[src/rtl/sar_search.sv]
// ============================================================================
//  Module   : sar_search
//  Purpose  : Successive-approximation search of a WIDTH-bit value via an
//             external greater/equal/less comparator, MSB first.
//  Revision : 1.0
// ============================================================================
`default_nettype none

module sar_search #(
  parameter int WIDTH = 5,
  parameter int CW    = 3
) (
  input  logic             clk,
  input  logic             rst,
  input  logic             start,
  input  logic             agtb,
  input  logic             aeqb,
  input  logic             altb,
  output logic [WIDTH-1:0] trial,
  output logic             busy,
  output logic             done,
  output logic [WIDTH-1:0] result,
  output logic             err,
  output logic [CW-1:0]    steps
);

  typedef enum logic [0:0] {
    S_IDLE = 1'b0,
    S_TRY  = 1'b1
  } state_t;

  localparam logic [WIDTH-1:0] c_one     = {{(WIDTH-1){1'b0}}, 1'b1};
  localparam logic [WIDTH-1:0] c_msb     = c_one << (WIDTH-1);
  localparam logic [CW-1:0]    c_k_one   = {{(CW-1){1'b0}}, 1'b1};
  localparam logic [CW-1:0]    c_k_top   = CW'(WIDTH-1);

  state_t           r_state, w_state_n;
  logic [CW-1:0]    r_k, w_k_n;
  logic [WIDTH-1:0] w_trial_n, w_result_n;
  logic             w_busy_n, w_done_n, w_err_n, w_finish;
  logic [CW-1:0]    w_steps_n;
  logic [WIDTH-1:0] w_bit_k, w_bit_km1;
  logic             w_flags_ok;

  // Exactly one comparator flag must be asserted for the feedback to be trusted.
  assign w_flags_ok = (agtb ^ aeqb ^ altb) & ~(agtb & aeqb & altb);
  assign w_bit_k    = c_one << r_k;
  assign w_bit_km1  = w_bit_k >> 1;

  always_ff @(posedge clk) begin
    if (rst) begin
      r_state <= S_IDLE;
      r_k     <= '0;
      trial   <= '0;
      busy    <= 1'b0;
      done    <= 1'b0;
      result  <= '0;
      err     <= 1'b0;
      steps   <= '0;
    end else begin
      r_state <= w_state_n;
      r_k     <= w_k_n;
      trial   <= w_trial_n;
      busy    <= w_busy_n;
      done    <= w_done_n;
      result  <= w_result_n;
      err     <= w_err_n;
      steps   <= w_steps_n;
    end
  end

  always_comb begin
    w_state_n  = r_state;
    w_k_n      = r_k;
    w_trial_n  = trial;
    w_busy_n   = busy;
    w_done_n   = 1'b0;
    w_result_n = result;
    w_err_n    = err;
    w_steps_n  = steps;
    w_finish   = 1'b0;

    unique case (r_state)
      S_IDLE: begin
        if (start) begin
          w_trial_n = c_msb;
          w_k_n     = c_k_top;
          w_busy_n  = 1'b1;
          w_err_n   = 1'b0;
          w_steps_n = '0;
          w_state_n = S_TRY;
        end
      end
      S_TRY: begin
        w_steps_n = steps + c_k_one;
        if (!w_flags_ok) begin
          w_result_n = trial;
          w_err_n    = 1'b1;
          w_finish   = 1'b1;
        end else if (aeqb) begin
          w_result_n = trial;
          w_finish   = 1'b1;
        end else if (agtb) begin
          if (r_k != '0) begin
            w_trial_n = trial | w_bit_km1;
            w_k_n     = r_k - c_k_one;
          end else begin
            // Target above the largest reachable trial: feedback is inconsistent.
            w_result_n = trial;
            w_err_n    = 1'b1;
            w_finish   = 1'b1;
          end
        end else begin
          if (r_k != '0) begin
            w_trial_n = (trial & ~w_bit_k) | w_bit_km1;
            w_k_n     = r_k - c_k_one;
          end else begin
            w_result_n = trial & ~c_one;
            w_finish   = 1'b1;
          end
        end
      end
      default: w_state_n = S_IDLE;
    endcase

    if (w_finish) begin
      w_done_n  = 1'b1;
      w_busy_n  = 1'b0;
      w_trial_n = '0;
      w_state_n = S_IDLE;
    end
  end

endmodule

`default_nettype wire

[config.mk]
export PLATFORM = sky130hd
export DESIGN_NAME = sar_search
export DESIGN_NICKNAME = d
export VERILOG_FILES = /design/src/rtl/sar_search.sv
export SDC_FILE = /design/constraint.sdc
export NUM_CORES = 1
export LEC_CHECK = 0
export BUFFER_PORTS_ARGS = -buffer_cell sky130_fd_sc_hd__buf_2
export CAP_MARGIN = 20
export CORE_AREA = 2 2 59 61
export CTS_BUF_LIST = sky130_fd_sc_hd__clkbuf_8
export DETAILED_ROUTE_END_ITERATION = 8
export DIE_AREA = 0 0 61 63
export GPL_ROUTABILITY_DRIVEN = 1
export PLACE_DENSITY = 0.46
export SYNTH_ARGS = -nofsm -noshare
export SYNTH_HDL_FRONTEND = slang
export SYNTH_SLANG_ARGS = --single-unit
[constraint.sdc]
create_clock -name clk -period 2.3 [get_ports clk]
set_clock_uncertainty 0.2 [all_clocks]
set_input_delay 0.115 -clock clk [delete_from_list [all_inputs] [get_ports clk]]
set_output_delay 0.115 -clock clk [all_outputs]
set_load 0.03 [all_outputs]
==> flow_metrics.env <==
export IMPL_setup_violations=0
export IMPL_required_ns=2.28
export IMPL_power_total_uw=822.8
export IMPL_avgSynthCellArea_sq_um=9.397
export IMPL_synthesis_area_sq_um=939.7
export IMPL_cts_path_max_buffers=2
export IMPL_relSlewSlack=0.7036
export IMPL_leakage_uw=0.0005016
export IMPL_grt_use_total=0.1264
export IMPL_final_common_cell="buf_2"
export IMPL_arrival_ns=2.10
export IMPL_yosysTopAreaCell="dfxtp_1"
export IMPL_drv_cap=0
export IMPL_intPower_uw=626.3
export IMPL_critPathMaxFanout=4
export IMPL_cts_tree="done"
export IMPL_worst_path_largest_cell_delay_ns=0.42
export IMPL_period_share=0.9206
export IMPL_fin_area_sq_mm=0.001201
export IMPL_first_global_vias=809
export IMPL_diodes=0
export IMPL_cts_sinks=20
export IMPL_die_w_um=61
export IMPL_ys_warn_count=0
export IMPL_ys_seq_area_frac=0.4261
export IMPL_tns_ns=0
export IMPL_htree_levels=1
export IMPL_viasPerCell=4.814
export IMPL_period_minus_slack_ns=2.117
export IMPL_max_vdd_ir_drop_mv=0.3299
export IMPL_synth_nets=113
export IMPL_antenna_found_initial=0
export IMPL_die_h_um=63
export IMPL_drt_wl_total_um=2174
export IMPL_sw_frac_of_total=0.2388
export IMPL_start_util=0.2907
export IMPL_status="finished clean"
export IMPL_cts_reportedPaths_clkPinSlew_ns=0.08
export IMPL_final_cell_mix="21 x buf_2, 19 x dfxtp_1, 7 x a21oi_1, 7 x ha_1"
export IMPL_boundaryPins=22
export IMPL_ctsRootBufferMaster="clkbuf_8"
export IMPL_switchingPower_uw=196.5
export IMPL_fmax_mhz=472.3
export IMPL_crit_type="flip-flop to flip-flop"
export IMPL_placed_area_sq_mm=0.001114
export IMPL_cp_cell_sequence="inv_1 > ha_1 > nor2b_1 > a2111o_1 > or3_1 > a221oi_2"
export IMPL_placementRows=21
export IMPL_p_seq_frac=0.447
export IMPL_clkLatencyLatePin_ns=0.26
export IMPL_via_count=828
export IMPL_ant_nets=0
export IMPL_drcViolationCount=0
export IMPL_cts_setup_buffers=0
export IMPL_ys_flop_type="dfxtp_1"
export IMPL_core_area_sq_mm=0.003232
export IMPL_synth_seq_cells=20
export IMPL_powerDensity_mw_per_mm2=685.0
export IMPL_hpwlAfterDp_um=1649
export IMPL_yosysUniqueCellTypes=34
export IMPL_gp_congestion=0.8576
export IMPL_cts_made_buffers=3
export IMPL_rsz0062_at_grt="false"
export IMPL_hold_viol=0
export IMPL_synthArstFlopShare=0
export IMPL_grt_pass1_wl_um=3712
export IMPL_nNetsFinal=140
export IMPL_grt_overflow=0
export IMPL_fillCellCount=351
export IMPL_drive_above_1_share=0.2619
export IMPL_wire_per_inst_um=12.64
export IMPL_grt_max_degree=13
export IMPL_slew_violations=0
export IMPL_cp_end_kind="flip-flop"
export IMPL_post_synth_top_area_fraction=0.4261
export IMPL_synth_edf_count=0
export IMPL_io_buffer_count=21
export IMPL_synth_area_leaders="dfxtp_1 43%, ha_1 9.3%, a21oi_1 3.7%"
export IMPL_dieArea_sq_mm=0.003843
export IMPL_slowest_stage="a2111o_1"
export IMPL_worstMarginPinSlew_ns=0.4430
export IMPL_syn_inst=100
export IMPL_hold_path_class="primary input to flip-flop"
export IMPL_p_clk_frac=0.425
export IMPL_p_comb_frac=0.128
export IMPL_drt_pass1_iter_count=4
export IMPL_syn_to_final_growth_pct=27.83
export IMPL_dr_first_iter_drc_count=33
export IMPL_start_kind="flip-flop"
critical path, delay by kind of cell, from the launching register on:
family,cells,cell delay [ns]
AO/OA/AOI/OAI,2,0.65
flip-flops,1,0.38
buffers and inverters,1,0.10
adder cells (fa/ha/maj),1,0.21
AND/OR/NAND/NOR,2,0.51
path summary, 6_finish.rpt:
| kind | cells past startpoint | slack (ns) | from | end |
|---|---|---|---|---|
| hold reg to reg | 2 | 0.26 | err | err |
| setup / recovery | 6 | 0.18 | r_k[1] | trial[1] |
| setup reg to reg | 6 | 0.18 | r_k[1] | trial[1] |
| hold / removal | 4 | 0.04 | start | steps[0] |
metrics by stage:
stage                 util  setup WS, ns  instances  hold WS, ns
floorplan                -        0.2272        100       0.1077
global placement    0.3446        0.1359        167       0.2424
detailed placement  0.3446        0.1046        167       0.2488
CTS                 0.3697        0.1560        172      0.04112
global route        0.3717       0.03757        172      0.09410
finish              0.3717        0.1825        172      0.04290
power groups by stage:
stage | Clock [uW] | Combinational [uW] | Sequential, uW
final | 350 | 105 | 368
after global routing | 375 | 117 | 370
after CTS | 358 | 105 | 368
after detailed placement | 0 | 103 | 376
after global placement | 0 | 102 | 376
after floorplan | 0 | 53.1 | 391
registers in the layout, indices dropped and copies added, names as in the netlist:
register / flops
busy: 1
done: 1
trial: 5
result: 5
err: 1
r_state: 1
r_k: 3
steps: 3
cell families (layout without fill, tap and decap cells):
family,after synthesis,count (layout),share of synthesized area
flops,20,20,0.4261
compound gates,30,30,0.2397
fa+ha+maj,7,7,0.09320
simple gates,34,34,0.2050
buf+inv,9,35,0.03595
layout make-up:
cell class | instances | area (sq um) | area share
multi-input cells | 71 | 510.5 | 0.4250
well taps | 46 | 57.56 | 0.04792
clock buffers | 3 | 41.29 | 0.03438
clock inverters | 1 | 30.03 | 0.02500
inverters | 6 | 22.52 | 0.01875
repair buffers | 25 | 137.6 | 0.1146
flip-flops and latches | 20 | 401.6 | 0.3344
synth_stat cells (2+ instances only):
master	instances
o21ai_0	6
a22o_1	4
inv_1	6
ha_1	7
nor2_1	6
a211o_1	2
nand2b_1	4
nor3b_1	2
nor3_1	3
clkbuf_1	2
nor2b_1	4
nand2_1	4
dfxtp_1	20
nand3_1	3
or3_1	2
a21oi_1	7
metal layers:
| metal | up-vias | share of wire | global-route usage | wire, um |
|---|---|---|---|---|
| li1 | 418 | - | - | - |
| met1 | 378 | 0.49 | 0.1662 | 1066 |
| met2 | 26 | 0.44 | 0.1895 | 957 |
| met3 | 6 | 0.053 | 0.04141 | 115 |
| met4 | 0 | 0.016 | 0.04620 | 34 |
| met5 | - | 0 | 0 | 0 |
what timing repair did:
action / in CTS / in global routing
resized for setup: 0 / 2
hold endpoints to repair: 6 / 0
hold buffers: 1 / 0
endpoints found under the setup margin: 0 / 1
Note: power is estimated with default switching activity, not from simulation.
